## src/rtl/multiply_n_digit.sv

```systemverilog
// -----------------------------------------------------------------------------
// multiply_n_digit
//   Sequential unsigned fixed-point multiplier, y = a*b, with operands and
//   result in Q(n.digit) format.
//   - Shift-add architecture that retires one multiplier bit per clock.
//   - start/done handshake.
//   - Result saturates when the integer part of the product overflows.
//
// Ports
//   clk_i    in   1  clock, all state changes on the rising edge
//   rst_i    in   1  synchronous, active-high reset
//   start_i  in   1  job request, accepted in IDLE or DONE
//   data0_i  in   W  multiplicand, Q(n.digit) unsigned
//   data1_i  in   W  multiplier,   Q(n.digit) unsigned
//   busy_o   out  1  high while a job is running
//   done_o   out  1  one-cycle pulse; y_o/ovf_o are valid from this cycle on
//   y_o      out  W  product, Q(n.digit), truncated or saturated
//   ovf_o    out  1  integer part of the exact product does not fit in n bits
// -----------------------------------------------------------------------------
module multiply_n_digit #(
    parameter  int n     = 32,
    parameter  int digit = 16,
    localparam int W     = n + digit
) (
    input  logic         clk_i,
    input  logic         rst_i,
    input  logic         start_i,
    input  logic [W-1:0] data0_i,
    input  logic [W-1:0] data1_i,
    output logic         busy_o,
    output logic         done_o,
    output logic [W-1:0] y_o,
    output logic         ovf_o
);

    localparam int CW = $clog2(W);

    typedef enum logic [1:0] {
        IDLE = 2'd0,
        RUN  = 2'd1,
        DONE = 2'd2
    } state_e;

    state_e           state_q, state_d;
    logic [2*W-1:0]   mcand_q, mcand_d;   // multiplicand, shifted left each step
    logic [W-1:0]     mplr_q,  mplr_d;    // multiplier, shifted right each step
    logic [2*W-1:0]   acc_q,   acc_d;     // full-width product accumulator
    logic [CW-1:0]    cnt_q,   cnt_d;     // remaining steps after the current one
    logic [W-1:0]     y_q,     y_d;
    logic             ovf_q,   ovf_d;

    logic             accept;
    logic             last_step;
    logic [2*W-1:0]   acc_sum;
    logic             sum_ovf;

    // A request is only honoured outside RUN; start_i during RUN is ignored.
    assign accept    = start_i && (state_q == IDLE || state_q == DONE);
    assign last_step = (state_q == RUN) && (cnt_q == '0);

    // The accumulator is 2W bits wide, so this sum cannot wrap.
    assign acc_sum = mplr_q[0] ? (acc_q + mcand_q) : acc_q;
    // Any set bit above the Q(n.digit) integer field means saturation.
    assign sum_ovf = |acc_sum[2*W-1:W+digit];

    // ------------------------------------------------------------------
    // State register
    // ------------------------------------------------------------------
    // NOTE: sequential state uses non-blocking assignments so every register
    // samples the pre-edge values, independent of statement order.
    always_ff @(posedge clk_i) begin
        if (rst_i) begin
            state_q <= IDLE;
            mcand_q <= '0;
            mplr_q  <= '0;
            acc_q   <= '0;
            cnt_q   <= '0;
            y_q     <= '0;
            ovf_q   <= 1'b0;
        end else begin
            state_q <= state_d;
            mcand_q <= mcand_d;
            mplr_q  <= mplr_d;
            acc_q   <= acc_d;
            cnt_q   <= cnt_d;
            y_q     <= y_d;
            ovf_q   <= ovf_d;
        end
    end

    // ------------------------------------------------------------------
    // Next-state logic
    // ------------------------------------------------------------------
    // NOTE: every combinational output is given a default first, so no path
    // through the block can leave it unassigned and infer a latch.
    always_comb begin
        state_d = state_q;
        unique case (state_q)
            IDLE:    if (start_i) state_d = RUN;
            RUN:     if (cnt_q == '0) state_d = DONE;
            DONE:    state_d = start_i ? RUN : IDLE;
            default: state_d = IDLE;
        endcase
    end

    // ------------------------------------------------------------------
    // Datapath next-state logic
    // ------------------------------------------------------------------
    always_comb begin
        mcand_d = mcand_q;
        mplr_d  = mplr_q;
        acc_d   = acc_q;
        cnt_d   = cnt_q;
        y_d     = y_q;
        ovf_d   = ovf_q;

        if (accept) begin
            // Operands are captured here and never looked at again this job.
            mcand_d = {{W{1'b0}}, data0_i};
            mplr_d  = data1_i;
            acc_d   = '0;
            cnt_d   = CW'(W - 1);
        end else if (state_q == RUN) begin
            acc_d   = acc_sum;
            mcand_d = mcand_q << 1;
            mplr_d  = mplr_q >> 1;
            cnt_d   = cnt_q - 1'b1;
            if (last_step) begin
                // Fraction bits below 'digit' are dropped: round toward zero.
                ovf_d = sum_ovf;
                y_d   = sum_ovf ? {W{1'b1}} : acc_sum[W+digit-1:digit];
            end
        end
    end

    // ------------------------------------------------------------------
    // Outputs
    // ------------------------------------------------------------------
    always_comb begin
        busy_o = (state_q == RUN);
        done_o = (state_q == DONE);
    end

    assign y_o   = y_q;
    assign ovf_o = ovf_q;

endmodule

```

## config.mk

```make
export PLATFORM = sky130hd
export DESIGN_NAME = multiply_n_digit
export DESIGN_NICKNAME = d
export VERILOG_FILES = /design/src/rtl/multiply_n_digit.sv
export SDC_FILE = /design/constraint.sdc
export NUM_CORES = 1
export LEC_CHECK = 0
export CELL_PAD_IN_SITES_DETAIL_PLACEMENT = 1
export CELL_PAD_IN_SITES_GLOBAL_PLACEMENT = 2
export CORE_MARGIN = 3
export CORE_UTILIZATION = 34
export CTS_CLUSTER_DIAMETER = 100
export DETAILED_ROUTE_END_ITERATION = 8
export PLACE_DENSITY = 0.79
export SKIP_CTS_REPAIR_TIMING = 1
export SKIP_LAST_GASP = 1
export SYNTH_ARGS = -nofsm -noshare
export SYNTH_HDL_FRONTEND = slang
export SYNTH_SLANG_ARGS = --single-unit
```

## constraint.sdc

```tcl
create_clock -name clk_i -period 4.7 [get_ports clk_i]
set_input_delay 0.94 -clock clk_i [delete_from_list [all_inputs] [get_ports clk_i]]
set_output_delay 0.94 -clock clk_i [all_outputs]
set_load 0.03 [all_outputs]
```

==> results of run 1 <==
==> layout make-up <==
class	count	area, um2
repair buffers	190	1810
well taps	680	851
clock inverters	11	165
multi-input cells	1930	11300
flip-flops and latches	297	5950
clock buffers	53	1090
fillers	6300	30500
inverters	24	90.1
==> power groups by stage <==
stage | registers [mW] | clock network (mW) | logic (mW)
2_1_floorplan | 2.83 | 0 | 0.646
3_3_place_gp | 2.82 | 0 | 1.01
3_5_place_dp | 2.83 | 0 | 1.03
4_1_cts | 2.78 | 3.06 | 1.04
5_1_grt | 2.79 | 3.14 | 1.14
6_report | 2.78 | 2.96 | 1.03
==> path summary, 6_finish.rpt <==
kind | startpoint | endpoint | slack (ns) | depth (start not counted)
setup / recovery | mcand_q[39] | y_o[11] | 0.25 | 14
hold / removal | acc_q[0] | acc_q[0] | 0.46 | 2
setup reg to reg | mcand_q[39] | y_o[11] | 0.25 | 14
hold reg to reg | acc_q[0] | acc_q[0] | 0.46 | 2
==> registers in the layout, summed over array words and instances, names as in the netlist <==
register and count:
acc_q 96, cnt_q 6, mcand_q 96, mplr_q 48, ovf_o 1, state_q 2
y_o 48
==> logic make-up (layout without fill, tap and decap cells) <==
logic type | count (synthesis) | in the layout | synth area share (%)
simple gates | 974 | 974 | 23.7
compound gates | 719 | 719 | 24.7
buf+inv | 186 | 278 | 4.38
mux | 49 | 49 | 2.74
xor+xnor | 90 | 90 | 4.40
fa+ha+maj | 98 | 98 | 6.88
flops | 297 | 297 | 33.2
==> metrics by stage <==
step	power [mW]	hold WS, ns	cells	setup slack, ns	cell area, um2
after floorplan	3.48	0.436	2413	1.18	17900
after global placement	3.83	0.443	3120	0.333	19900
after detailed placement	3.86	0.455	3120	0.307	19900
after CTS	6.87	0.466	3184	0.290	21200
after global routing	7.07	0.485	3185	0.0124	21200
final	6.77	0.463	3185	0.251	21200
==> worst min-delay path, stage by stage (launching register included) <==
cell,delay [ns]
dfxtp_1,0.31
nand2_1,0.05
a21oi_1,0.05
==> metal layers <==
metal	vias to the layer above	GRT usage [%]
met1	8905	32.8
li1	8837	-
met3	105	4.10
met2	331	40.6
met5	-	0
met4	8	6.31
==> Yosys cell counts, types with 6 or more instances <==
| library cell | n | area [um2] |
|---|---|---|
| nand2_1 | 396 | 1490 |
| dfxtp_1 | 297 | 5950 |
| a21oi_1 | 293 | 1470 |
| nor2_1 | 284 | 1070 |
| nor3_1 | 133 | 666 |
| clkbuf_1 | 117 | 439 |
| ha_1 | 97 | 1210 |
| o22ai_1 | 95 | 594 |
| o21ai_0 | 84 | 420 |
| a211oi_1 | 63 | 473 |
| nand4_1 | 57 | 357 |
| mux2i_1 | 49 | 490 |
| xnor2_1 | 47 | 412 |
| xor2_1 | 43 | 377 |
| o21ai_1 | 26 | 130 |
| buf_2 | 25 | 125 |
| inv_1 | 24 | 90.1 |
| nand3_1 | 21 | 105 |
| nor4_1 | 18 | 113 |
| a21o_1 | 17 | 128 |
| a31oi_1 | 15 | 93.8 |
| o21bai_1 | 12 | 90.1 |
| o31ai_1 | 11 | 82.6 |
| a211oi_2 | 10 | 125 |
| and3_1 | 10 | 62.6 |
| nor2b_1 | 9 | 56.3 |
| or3_1 | 9 | 56.3 |
| and2_1 | 8 | 50.1 |
| buf_1 | 8 | 30.0 |
| o211ai_1 | 8 | 60.1 |
| o21a_1 | 8 | 60.1 |
| a211o_1 | 6 | 52.6 |
| a221oi_1 | 6 | 52.6 |
==> run_results.csv, run 1 <==
group,metric,value,unit
outcome,run_status,"finished clean",
pwr,p_int,4.83,mW
pwr,leakagePower,7.52,nW
pwr,clkPwrFrac,43.8,%
routing,avgRoutedWirePerCell,21.9,um
clock_tree,ctsLongestPathBuffers,3,
clock_tree,cts_max_level,2,
logic_synthesis,async_flop_share,0,%
sta,rsz0062_at_grt,"false",
global_route,grt_pass1_vias,18700,
critical_path,cp-end-kind,"flip-flop",
sta,fmax,225,MHz
clock_tree,cts-root-buf,"clkbuf_16",
sta,worst_slew_pin_slew,1.09,ns
routing,drt-met1-wl,32.6,mm
die,start_util,34.7,%
routing,via_per_inst,5.71,
logic_synthesis,synth_nets,2610,
routing,antenna_left,0,
critical_path,path_delay_family,"compound AO/OA/AOI/OAI gates",
global_route,grt_max_degree,93,
worst_hold_path,holdCritPathClass,"flip-flop to flip-flop",
final_layout,diodes,0,
critical_path,crit_required,5.11,ns
pwr,pwr-share-seq,41.0,%
clock_tree,cts_made_buffers,38,
die,io-pin-count,150,
routing,first_iter_violations,937,
critical_path,cp_data_arrival_time,4.86,ns
die,core_area,0.0517,mm2
global_route,grt_pass1_wl,110,mm
critical_path,max_stage_delay,0.50,ns
final_layout,final_util,41.0,%
sta,setup_violations,0,
die,row_count,83,
die,die_w,236,um
pwr,irDropWorstVdd,0.203,mV
routing,routed.top_layer,"met5",
logic_synthesis,syn_inst,2413,
place,io_buffer_count,149,
sta,drv_slew,0,
logic_synthesis,synth_edf_count,0,
pwr,p_sw_share,28.6,%
critical_path,start_kind,"flip-flop",
global_route,antenna_found_initial,4,
critical_path,crit_chain,"ha_1 > nand2_1 > o21ai_0 > a21oi_1 > nand3_1 > o21ai_1 > or3b_1 > a31oi_1 > xnor2_1 > o211ai_1 > o31ai_1 > o2111a_2 > buf_12 > a211oi_1",
logic_synthesis,yosysWarnings,0,
final_layout,final_common_cell,"nand2_1",
die,die-area,0.0555,mm2
logic_synthesis,synthDistinctLibCells,81,
clock_tree,insertion_delay,0.58,ns
sta,tns,0,ns
final_layout,syn2layout_area_growth,18.4,%
flow_run,cap_violations,0,
critical_path,slowest_stage,"or3b_1",
place,dpl.hpwl,53.8,mm
pwr,comb_power_share,15.2,%
final_layout,layout.nets,2678,
pwr,p_sw,1.93,mW
die,die_y,236,um
global_route,overflow,0,
clock_tree,tritoncts,"built",
logic_synthesis,synth_area,0.0179,mm2
sta,min_period_over_period,94.7,%
critical_path,critPathBufInv,1,
logic_synthesis,ys.flop_type,"dfxtp_1",
final_layout,drive_gt1_share,5.79,%
clock_tree,clk_pin_slew_worst_paths,0.06,ns
routing,vias,18200,
global_route,globalRouteTotalUtil,24.4,%
critical_path,path_class,"flip-flop to flip-flop",
routing,drcViolationCount,0,
logic_synthesis,synth-seq-cells,297,
clock_tree,numClockSinks,297,
routing,wl_met3,3.10,mm
sta,max-slew-margin-rel,27.2,%
place,gp_congestion,0.931,
logic_synthesis,avgSynthCellArea,7.43,um2
sta,finClkSkew,0.0293,ns
critical_path,cp_max_fo,49,
routing,routed_wl,69.7,mm
sta,post-route-min-period,4.45,ns
routing,first_pass_iters,5,
sta,hold_viol,0,
pwr,powerDensity,319,mW/mm2
routing,wl_met2,32.3,mm
logic_synthesis,yosysSeqAreaShare,33.2,%
final_layout,layout_common_cells,"nand2_1 (394), dfxtp_1 (296), a21oi_1 (293), nor2_1 (281), clkdlybuf4s50_1 (148)",
(Power assumes the default switching activity.)
==> run 2: changes to the inputs <==
--- a/config.mk
+++ b/config.mk
@@ -8,10 +8,12 @@
 export CELL_PAD_IN_SITES_DETAIL_PLACEMENT = 1
 export CELL_PAD_IN_SITES_GLOBAL_PLACEMENT = 2
 export CORE_MARGIN = 3
-export CORE_UTILIZATION = 34
+export CORE_UTILIZATION = 38
 export CTS_CLUSTER_DIAMETER = 100
 export DETAILED_ROUTE_END_ITERATION = 8
-export PLACE_DENSITY = 0.79
+export DONT_BUFFER_PORTS = 1
+export PLACE_DENSITY_LB_ADDON = 0.05
+export REMOVE_ABC_BUFFERS = 1
 export SKIP_CTS_REPAIR_TIMING = 1
 export SKIP_LAST_GASP = 1
 export SYNTH_ARGS = -nofsm -noshare
==> run_results.csv, run 2 (synthesis gave the netlist of run 1 again) <==
group,metric,value,unit
final_layout,drive_gt1_share,6.32,%
worst_hold_path,holdCritPathClass,"input port to flip-flop",
place,placed_cell_area,0.0184,mm2
sta,finClkSkew,0.0166,ns
die,core_area,0.0460,mm2
worst_hold_path,whs_path_depth,1,
final_layout,top_regs,"acc_q (96), mcand_q (96)",
final_layout,syn2layout_area_growth,9.77,%
global_route,antenna_found_initial,0,
pwr,irDropWorstVdd,0.363,mV
pwr,power,6.53,mW
critical_path,ff2ff_path_depth,14,
sta,max-slew-margin-rel,25.7,%
critical_path,critPathBufInv,2,
final_layout,fin_cells,2958,
die,start_util,39.0,%
sta,post-route-min-period,4.47,ns
routing,routed_wl,68.7,mm
global_route,grt_max_degree,154,
routing,first_pass_iters,5,
final_layout,layout_common_cells,"nand2_1 (394), dfxtp_1 (296), a21oi_1 (293), nor2_1 (282), nor3_1 (133)",
sta,rsz0062_at_grt,"false",
critical_path,r2r_start,"mcand_q[61]",
final_layout,multiInputGateArea,0.0113,mm2
critical_path,r2r_slack,0.23,ns
critical_path,cp-end-kind,"flip-flop",
pwr,powerDensity,332,mW/mm2
place,dp_cells,2891,
pwr,p_int,4.61,mW
final_layout,final_common_cell,"nand2_1",
die,die_w,223,um
global_route,grt_pass1_wl,108,mm
sta,hold_viol,0,
place,gp_congestion,0.934,
sta,setup_violations,0,
routing,avgRoutedWirePerCell,23.2,um
clock_tree,cts-root-buf,"clkbuf_16",
global_route,overflow,0,
place,io_buffer_count,0,
global_route,globalRouteTotalUtil,26.9,%
sta,worst_slew_pin_slew,1.11,ns
critical_path,cp_data_arrival_time,4.91,ns
pwr,p_sw,1.92,mW
critical_path,path_delay_family,"compound AO/OA/AOI/OAI gates",
clock_tree,insertion_delay,0.58,ns
clock_tree,numClockSinks,297,
place,dpl.hpwl,51.5,mm
pwr,pwr-share-seq,43.3,%
flow_run,cap_violations,0,
die,io-pin-count,150,
clock_tree,tritoncts,"built",
critical_path,start_kind,"flip-flop",
routing,drcViolationCount,0,
pwr,comb_power_share,12.7,%
critical_path,path_depth,14,
critical_path,worstSetupStartpoint,"mcand_q[61]",
pwr,p_sw_share,29.4,%
final_layout,fillCellCount,5644,
sta,drv_slew,0,
final_layout,final_cell_area,0.0197,mm2
routing,via_per_inst,5.96,
clock_tree,cts_max_level,2,
sta,fmax,224,MHz
sta,min_period_over_period,95.2,%
outcome,run_status,"finished clean",
final_layout,layout.nets,2530,
final_layout,seqCellArea,0.00595,mm2
pwr,leakagePower,6.99,nW
routing,antenna_left,0,
worst_hold_path,min_from,"rst_i",
critical_path,crit_required,5.13,ns
clock_tree,clk_pin_slew_worst_paths,0.06,ns
critical_path,cp_max_fo,29,
routing,vias,17600,
clock_tree,cts_made_buffers,37,
routing,first_iter_violations,1017,
critical_path,path_class,"flip-flop to flip-flop",
critical_path,max_stage_delay,0.47,ns
critical_path,slowest_stage,"a221oi_1",
die,die-area,0.0498,mm2
global_route,grt_pass1_vias,18100,
pwr,clkPwrFrac,44.0,%
die,die_y,223,um
final_layout,diodes,0,
clock_tree,ctsLongestPathBuffers,3,
critical_path,crit_chain,"ha_1 > a21oi_1 > o21ai_0 > a21boi_1 > o221ai_1 > a221oi_1 > inv_1 > or3_1 > a21oi_1 > a41oi_1 > a211oi_1 > o2111a_2 > buf_12 > a211oi_1",
die,row_count,78,
## run 2: worst paths after layout
kind	end
hold reg to reg	acc_q[9]
setup reg to reg	y_o[26]
setup / recovery	y_o[26]
hold / removal	mcand_q[3]
## run 2: power groups by stage
stage / registers [mW] / clock network, mW / logic, mW
3_3_place_gp: 2.88 / 0 / 0.808
6_report: 2.83 / 2.87 / 0.826
2_1_floorplan: 2.85 / 0 / 0.597
5_1_grt: 2.85 / 3.05 / 0.926
4_1_cts: 2.83 / 2.96 / 0.834
3_5_place_dp: 2.88 / 0 / 0.827
## run 2: through the flow
step                      TNS (ns)  utilization [%]  worst slack (ns)  hold WS (ns)
after detailed placement         0             40.0            0.0178         0.451
after global placement           0             40.0             0.139         0.444
after global routing             0             42.8            0.0807         0.425
final                            0             42.8             0.226         0.453
after floorplan            -496.25                -             -2.80         0.436
after CTS                  -0.0325             42.6           -0.0134         0.427
## run 2: routing by layer
layer / up-vias / global-route usage [%] / wire (um)
li1: 8534 / - / -
met1: 8696 / 36.0 / 31900
met2: 325 / 45.8 / 32400
met3: 85 / 3.76 / 2820
met4: 0 / 6.52 / 1590
met5: - / 0 / 0
## run 2: final cells by class
class	count	share of cell area [%]
sequential	297	30.2
timing repair buffer	43	1.91
clock inverter	10	0.693
tap	600	3.82
multi-input combinational	1930	57.4
inverter	24	0.458
clock buffer	54	5.49
